**src/rtl/hazard_pkg.sv**
```systemverilog
// hazard_pkg: shared definitions for the pipeline hazard unit.
//   FWD_*      : EX operand forwarding select encodings
//   FP_CNT_W   : width of the floating-point busy counter
//   hazState_e : hazard controller states
package hazard_pkg;

  localparam logic [1:0] FWD_RF  = 2'b00;  // operand from register file / ID/EX
  localparam logic [1:0] FWD_WB  = 2'b01;  // operand from WB result
  localparam logic [1:0] FWD_MEM = 2'b10;  // operand from MEM (ALU) result

  // Wide enough for FP_LATENCY up to 15.
  localparam int FP_CNT_W = 4;

  typedef enum logic [1:0] {
    ST_IDLE    = 2'd0,
    ST_FP_BUSY = 2'd1,
    ST_HALT    = 2'd2
  } hazState_e;

endpackage

```
**src/rtl/hazard_unit_forward_unit.sv**
```systemverilog
// forward_unit: forwarding select for a single EX-stage source operand.
//   srcE                 : EX source register address
//   RegWriteM/WriteRegM  : MEM stage write enable / destination
//   RegWriteW/WriteRegW  : WB stage write enable / destination
//   forwardSel           : FWD_MEM, FWD_WB or FWD_RF (MEM wins over WB)
module forward_unit
  import hazard_pkg::*;
#(
  parameter int REG_WIDTH  = 4,
  parameter bit R0_IS_ZERO = 1'b1
) (
  input  logic [REG_WIDTH-1:0] srcE,
  input  logic                 RegWriteM,
  input  logic [REG_WIDTH-1:0] WriteRegM,
  input  logic                 RegWriteW,
  input  logic [REG_WIDTH-1:0] WriteRegW,
  output logic [1:0]           forwardSel
);

  logic memHit;
  logic wbHit;

  // Register 0 is hardwired to zero, so a pending write to it must never
  // override the register-file value.
  assign memHit = RegWriteM && (WriteRegM == srcE) &&
                  (!R0_IS_ZERO || (WriteRegM != '0));
  assign wbHit  = RegWriteW && (WriteRegW == srcE) &&
                  (!R0_IS_ZERO || (WriteRegW != '0));

  always_comb begin
    forwardSel = FWD_RF;
    if (memHit) begin
      forwardSel = FWD_MEM;  // youngest result takes priority
    end else if (wbHit) begin
      forwardSel = FWD_WB;
    end
  end

endmodule

```
**src/rtl/hazard_unit.sv**
```systemverilog
// hazard_unit: stall/flush/forward control for the 16-bit 5-stage pipeline.
//   clk, rst                      : clock, synchronous active-high reset
//   rsD/rtD, rsE/rtE              : ID and EX register fields
//   MemReadE, BranchE, branch_taken_i, JumpD, FloatingE, StopE : control
//   RegWriteM/WriteRegM, RegWriteW/WriteRegW : later-stage writebacks
//   stall_*/flush_*               : pipeline register hold / clear
//   forwardAE_o/forwardBE_o       : EX operand forwarding selects
//   halt_o                        : processor halted (sticky until reset)
module hazard_unit
  import hazard_pkg::*;
#(
  parameter int REG_WIDTH  = 4,
  parameter int FP_LATENCY = 4,
  parameter bit R0_IS_ZERO = 1'b1
) (
  input  logic                 clk,
  input  logic                 rst,
  input  logic [REG_WIDTH-1:0] rsD,
  input  logic [REG_WIDTH-1:0] rtD,
  input  logic [REG_WIDTH-1:0] rsE,
  input  logic [REG_WIDTH-1:0] rtE,
  input  logic                 MemReadE,
  input  logic                 BranchE,
  input  logic                 branch_taken_i,
  input  logic                 JumpD,
  input  logic                 FloatingE,
  input  logic                 StopE,
  input  logic                 RegWriteM,
  input  logic [REG_WIDTH-1:0] WriteRegM,
  input  logic                 RegWriteW,
  input  logic [REG_WIDTH-1:0] WriteRegW,
  output logic                 stall_IF_o,
  output logic                 stall_IF_ID_o,
  output logic                 flush_IF_ID_o,
  output logic                 stall_ID_EX_o,
  output logic                 flush_ID_EX_o,
  output logic                 flush_EX_MEM_o,
  output logic [1:0]           forwardAE_o,
  output logic [1:0]           forwardBE_o,
  output logic                 halt_o
);

  // A single-cycle FP op needs no stall at all.
  localparam bit FP_MULTI = (FP_LATENCY > 1);
  // The first stall cycle happens in IDLE, so the counter covers the rest.
  localparam logic [FP_CNT_W-1:0] FP_LOAD =
    FP_CNT_W'(FP_LATENCY > 1 ? FP_LATENCY - 2 : 0);

  hazState_e             stateReg,  stateNext;
  logic [FP_CNT_W-1:0]   fpCntReg,  fpCntNext;
  logic                  fpStall;
  logic                  lwStall;
  logic                  branchTaken;
  logic [1:0]            fwdA, fwdB;

  forward_unit #(.REG_WIDTH(REG_WIDTH), .R0_IS_ZERO(R0_IS_ZERO)) uFwdA (
    .srcE(rsE), .RegWriteM(RegWriteM), .WriteRegM(WriteRegM),
    .RegWriteW(RegWriteW), .WriteRegW(WriteRegW), .forwardSel(fwdA)
  );

  forward_unit #(.REG_WIDTH(REG_WIDTH), .R0_IS_ZERO(R0_IS_ZERO)) uFwdB (
    .srcE(rtE), .RegWriteM(RegWriteM), .WriteRegM(WriteRegM),
    .RegWriteW(RegWriteW), .WriteRegW(WriteRegW), .forwardSel(fwdB)
  );

  assign lwStall     = MemReadE && ((rtE == rsD) || (rtE == rtD));
  assign branchTaken = BranchE && branch_taken_i;

  always_ff @(posedge clk) begin
    if (rst) begin
      stateReg <= ST_IDLE;
      fpCntReg <= '0;
    end else begin
      stateReg <= stateNext;
      fpCntReg <= fpCntNext;
    end
  end

  // Next-state logic; fpStall is the FP hold request for the current cycle.
  always_comb begin
    stateNext = stateReg;
    fpCntNext = fpCntReg;
    fpStall   = 1'b0;
    case (stateReg)
      ST_IDLE: begin
        if (FloatingE && FP_MULTI) begin
          fpStall   = 1'b1;
          stateNext = ST_FP_BUSY;
          fpCntNext = FP_LOAD;
        end else if (StopE) begin
          stateNext = ST_HALT;
        end
      end
      ST_FP_BUSY: begin
        if (fpCntReg != '0) begin
          fpStall   = 1'b1;
          fpCntNext = fpCntReg - 1'b1;
        end else if (StopE) begin
          stateNext = ST_HALT;
        end else begin
          // FP op leaves EX this cycle; a following FP op re-arms from IDLE.
          stateNext = ST_IDLE;
        end
      end
      ST_HALT: begin
        stateNext = ST_HALT;
      end
      default: begin
        stateNext = ST_IDLE;
      end
    endcase
  end

  // Output arbitration: HALT > FP stall > branch > jump > load-use.
  // stall_ID_EX_o is only raised by the FP path, which never flushes ID/EX.
  always_comb begin
    stall_IF_o     = 1'b0;
    stall_IF_ID_o  = 1'b0;
    flush_IF_ID_o  = 1'b0;
    stall_ID_EX_o  = 1'b0;
    flush_ID_EX_o  = 1'b0;
    flush_EX_MEM_o = 1'b0;
    halt_o         = 1'b0;
    if (rst) begin
      // everything quiet while in reset
    end else if (stateReg == ST_HALT) begin
      halt_o        = 1'b1;
      stall_IF_o    = 1'b1;
      stall_IF_ID_o = 1'b1;
      flush_ID_EX_o = 1'b1;
    end else if (fpStall) begin
      stall_IF_o     = 1'b1;
      stall_IF_ID_o  = 1'b1;
      stall_ID_EX_o  = 1'b1;
      flush_EX_MEM_o = 1'b1;
    end else if (branchTaken) begin
      flush_IF_ID_o = 1'b1;
      flush_ID_EX_o = 1'b1;
    end else if (JumpD) begin
      flush_IF_ID_o = 1'b1;
    end else if (lwStall) begin
      stall_IF_o    = 1'b1;
      stall_IF_ID_o = 1'b1;
      flush_ID_EX_o = 1'b1;
    end
  end

  assign forwardAE_o = rst ? FWD_RF : fwdA;
  assign forwardBE_o = rst ? FWD_RF : fwdB;

endmodule
```
**config.mk**
```make
export PLATFORM = sky130hd
export DESIGN_NAME = hazard_unit
export DESIGN_NICKNAME = d
export VERILOG_FILES = /design/src/rtl/hazard_pkg.sv /design/src/rtl/hazard_unit_forward_unit.sv /design/src/rtl/hazard_unit.sv
export SDC_FILE = /design/constraint.sdc
export NUM_CORES = 1
export LEC_CHECK = 0
export CORE_MARGIN = 2
export CORE_UTILIZATION = 30
export CTS_CLUSTER_SIZE = 12
export DETAILED_ROUTE_END_ITERATION = 8
export HOLD_SLACK_MARGIN = 0.06
export PLACE_DENSITY_LB_ADDON = 0.12
export SETUP_SLACK_MARGIN = 0.15
export SLEW_MARGIN = 5
export SYNTH_ARGS = -nofsm -noshare
export SYNTH_HDL_FRONTEND = slang
export SYNTH_SLANG_ARGS = --single-unit
```
**constraint.sdc**
```tcl
create_clock -name clk -period 1.7 [get_ports clk]
set_input_delay 0.17 -clock clk [delete_from_list [all_inputs] [get_ports clk]]
set_output_delay 0.17 -clock clk [all_outputs]
set_load 0.01 [all_outputs]
```
==> impl_metrics.env, run 1 <==
export IMPL_globalRouteTotalUtil=0.192
export IMPL_slew_violations=0
export IMPL_die_x_um=51.8
export IMPL_max_cap_viol_count=0
export IMPL_path_class="reg2out"
export IMPL_grt_overflow_total=0
export IMPL_period_needed_ns=1.67
export IMPL_worstPathArrival_ns=1.50
export IMPL_min_delay_start="StopE"
export IMPL_root_buffer="clkbuf_4"
export IMPL_pwr_density_cell_nw_per_um2=591
export IMPL_worstPathRequired_ns=1.53
export IMPL_setup_viol=0
export IMPL_postCtsHoldBufs=0
export IMPL_status="completed"
export IMPL_drc=0
export IMPL_layout_drive_gt1_share=0.390
export IMPL_synth_seq_cells=6
export IMPL_critPathCaptureType="primary output"
export IMPL_vias_per_cell=4.71
export IMPL_antenna_found_initial=0
export IMPL_grt_pass1_vias=918
export IMPL_io_pin_count=45
export IMPL_final_common_cell="buf_4"
export IMPL_r2r_worst_path_cells=9
export IMPL_ys_seq_area_frac=0.175
export IMPL_syn_num_nets=122
export IMPL_cts_tree="done"
export IMPL_nets=201
export IMPL_clockBufferDepth=2
export IMPL_reg2reg_from="fpCntReg[1]$_SDFFE_PP0P_"
export IMPL_holdWs_ns=0.484
export IMPL_h_tree_depth=1
export IMPL_r2r_end="fpCntReg[1]$_SDFFE_PP0P_"
export IMPL_yosys_warnings=0
export IMPL_first_pass_iters=3
export IMPL_antenna_cells=0
export IMPL_dp_final_hpwl_mm=2.00
export IMPL_io_buffers=44
export IMPL_nFillCells=208
export IMPL_tightest_slew_ns=0.297
export IMPL_grt_max_degree=8
export IMPL_wl_per_cell_um=12.5
export IMPL_relSlewSlack=0.802
export IMPL_initial_core_util=0.313
export IMPL_finalNonFillerCells=192
export IMPL_critPathMaxFanout=3
export IMPL_drt_initial_drc_count=7
export IMPL_hold_end="stateReg[1]$_SDFFE_PP0P_"
export IMPL_dieArea_um2=2680
export IMPL_total_power_mw=0.856
export IMPL_crit_path_start_kind="flip-flop"
export IMPL_die_y_um=51.8
export IMPL_ant_nets=0
export IMPL_cts_made_buffers=3
export IMPL_wl_mm=2.41
export IMPL_peakVddDrop_mv=0.523
export IMPL_syn_avg_cell_area_um2=7.88
export IMPL_clk_pin_slew_ns=0.05
export IMPL_syn_inst=87
export IMPL_r2r_slack_ns=0.20
export IMPL_p_leak_nw=0.614
export IMPL_num_vias=905
export IMPL_fmax_ghz=0.597
export IMPL_grt_setup_unrepaired="yes"
export IMPL_finalInstanceArea_um2=1450
export IMPL_dpl_instance_area_um2=1370
export IMPL_area_growth_pct=111
export IMPL_post_route_util=0.661
export IMPL_num_rows=17
export IMPL_mostFrequentLayoutCells="31 x buf_4, 20 x xnor2_1, 18 x clkdlybuf4s50_1"
export IMPL_hold_viol_final=0
export IMPL_gp_congestion=0.795
export IMPL_fin_worst_skew_ns=0.00708
export IMPL_clkLatencyLatePin_ns=0.26
export IMPL_period_share=0.985
export IMPL_synth_distinct_cells=27
export IMPL_holdPathStages=3
export IMPL_min_path_type="in2reg"
export IMPL_syn_area_um2=686
export IMPL_place_inst=186
export IMPL_grt_first_pass_wirelength_mm=3.82
export IMPL_design_core_area_um2=2190
export IMPL_clock_sinks=6
-- cells in the mapped netlist --
| master | number | share of area |
|---|---|---|
| nand2b_1 | 3 | 0.027 |
| dfxtp_1 | 6 | 0.18 |
| nand4bb_1 | 1 | 0.016 |
| xor2_1 | 6 | 0.077 |
| a211oi_1 | 4 | 0.044 |
| clkbuf_1 | 1 | 0.0055 |
| o41ai_2 | 1 | 0.024 |
| a21oi_1 | 3 | 0.022 |
| nand2_1 | 2 | 0.011 |
| nand3b_1 | 2 | 0.022 |
| a41oi_1 | 1 | 0.013 |
| ha_1 | 1 | 0.018 |
| nor2_1 | 6 | 0.033 |
| nor3_1 | 8 | 0.058 |
| o21bai_1 | 1 | 0.011 |
| buf_4 | 2 | 0.022 |
| o21ba_2 | 1 | 0.015 |
| inv_1 | 3 | 0.016 |
| o21ai_1 | 3 | 0.022 |
| a21boi_1 | 1 | 0.011 |
| nor3b_1 | 2 | 0.022 |
| nand4_1 | 4 | 0.036 |
| nor4_1 | 1 | 0.0091 |
| or4_1 | 1 | 0.011 |
| xnor2_1 | 20 | 0.26 |
| nand3_1 | 2 | 0.015 |
| a31oi_1 | 1 | 0.0091 |
-- through the flow --
stage          setup TNS (ns)  setup slack (ns)
2_1_floorplan               0             0.252
3_3_place_gp            -2.86            -0.368
3_5_place_dp            -3.17            -0.461
4_1_cts                     0            0.0130
5_1_grt               -0.0728           -0.0728
6_report                    0            0.0255
-- state kept, by name, indices dropped and copies added, names as in the netlist --
| signal | count |
|---|---|
| stateReg | 2 |
| fpCntReg | 4 |
-- layer usage --
layer  global-route usage  up-vias  routed length (µm)
met5                    0        -                   0
met4               0.0526        0                  35
met3               0.0460        4                 121
met2                0.365       29                1250
met1                0.209      403                1000
li1                     -      469                   -
-- critical path: stages, from the launching register on --
cell and delay, ns:
dfxtp_2 0.32, inv_2 0.07, ha_4 0.14, nand4bb_1 0.15, a21oi_2 0.21, nand3b_1 0.11, o21ai_1 0.12, buf_2 0.14
-- worst max path at each step --
| stage | start | end | slack (ns) | depth (start not counted) |
|---|---|---|---|---|
| 4_1_cts | fpCntReg[1]$_SDFFE_PP0P_ | flush_ID_EX_o | 0.01 | 7 |
| 5_1_grt | fpCntReg[1]$_SDFFE_PP0P_ | flush_ID_EX_o | -0.07 | 7 |
| 3_3_place_gp | WriteRegM[0] | forwardAE_o[0] | -0.37 | 5 |
| 6_report | fpCntReg[1]$_SDFFE_PP0P_ | flush_ID_EX_o | 0.03 | 7 |
| 3_5_place_dp | WriteRegM[0] | forwardAE_o[0] | -0.46 | 5 |
| 2_1_floorplan | fpCntReg[0]$_SDFFE_PP0P_ | stall_IF_o | 0.25 | 7 |
-- kinds of logic after synthesis --
logic type,share of synthesized area
AO/OA/AOI/OAI,0.170
AND/OR/NAND/NOR,0.261
flip-flops,0.175
XOR/XNOR,0.332
buffers and inverters,0.0438
adder cells (fa/ha/maj),0.0182
-- power by group --
group | internal (mW) | total (mW) | switching (mW)
clock | 0.0805 | 0.142 | 0.0615
combinational | 0.305 | 0.527 | 0.221
sequential | 0.167 | 0.187 | 0.0204
-- cell type report --
| cell class | count | area (µm²) | area share |
|---|---|---|---|
| Timing Repair Buffer | 77 | 642 | 0.443 |
| Sequential cell | 6 | 123 | 0.0846 |
| Clock buffer | 3 | 22.5 | 0.0155 |
| Tap cell | 28 | 35.0 | 0.0242 |
| Multi-Input combinational cell | 75 | 616 | 0.425 |
| Inverter | 3 | 11.3 | 0.00777 |
-- timing repair --
action / in CTS / in global routing
resized for setup: 72 / 9
pin swaps: 16 / 4
setup endpoints to repair: 11 / 7
buffers inserted: 2 / 1
Power figures use the tool's default switching activity.
==> inputs of run 2 (changes only) <==
--- a/config.mk
+++ b/config.mk
@@ -5,14 +5,15 @@
 export SDC_FILE = /design/constraint.sdc
 export NUM_CORES = 1
 export LEC_CHECK = 0
+export ABC_AREA = 0
 export CORE_MARGIN = 2
 export CORE_UTILIZATION = 30
+export CTS_BUF_LIST = sky130_fd_sc_hd__clkbuf_4
 export CTS_CLUSTER_SIZE = 12
 export DETAILED_ROUTE_END_ITERATION = 8
 export HOLD_SLACK_MARGIN = 0.06
 export PLACE_DENSITY_LB_ADDON = 0.12
 export SETUP_SLACK_MARGIN = 0.15
-export SLEW_MARGIN = 5
 export SYNTH_ARGS = -nofsm -noshare
 export SYNTH_HDL_FRONTEND = slang
 export SYNTH_SLANG_ARGS = --single-unit
==> results of run 2 <==
No change in the layout: final DEF, timing and power equal those of run 1.
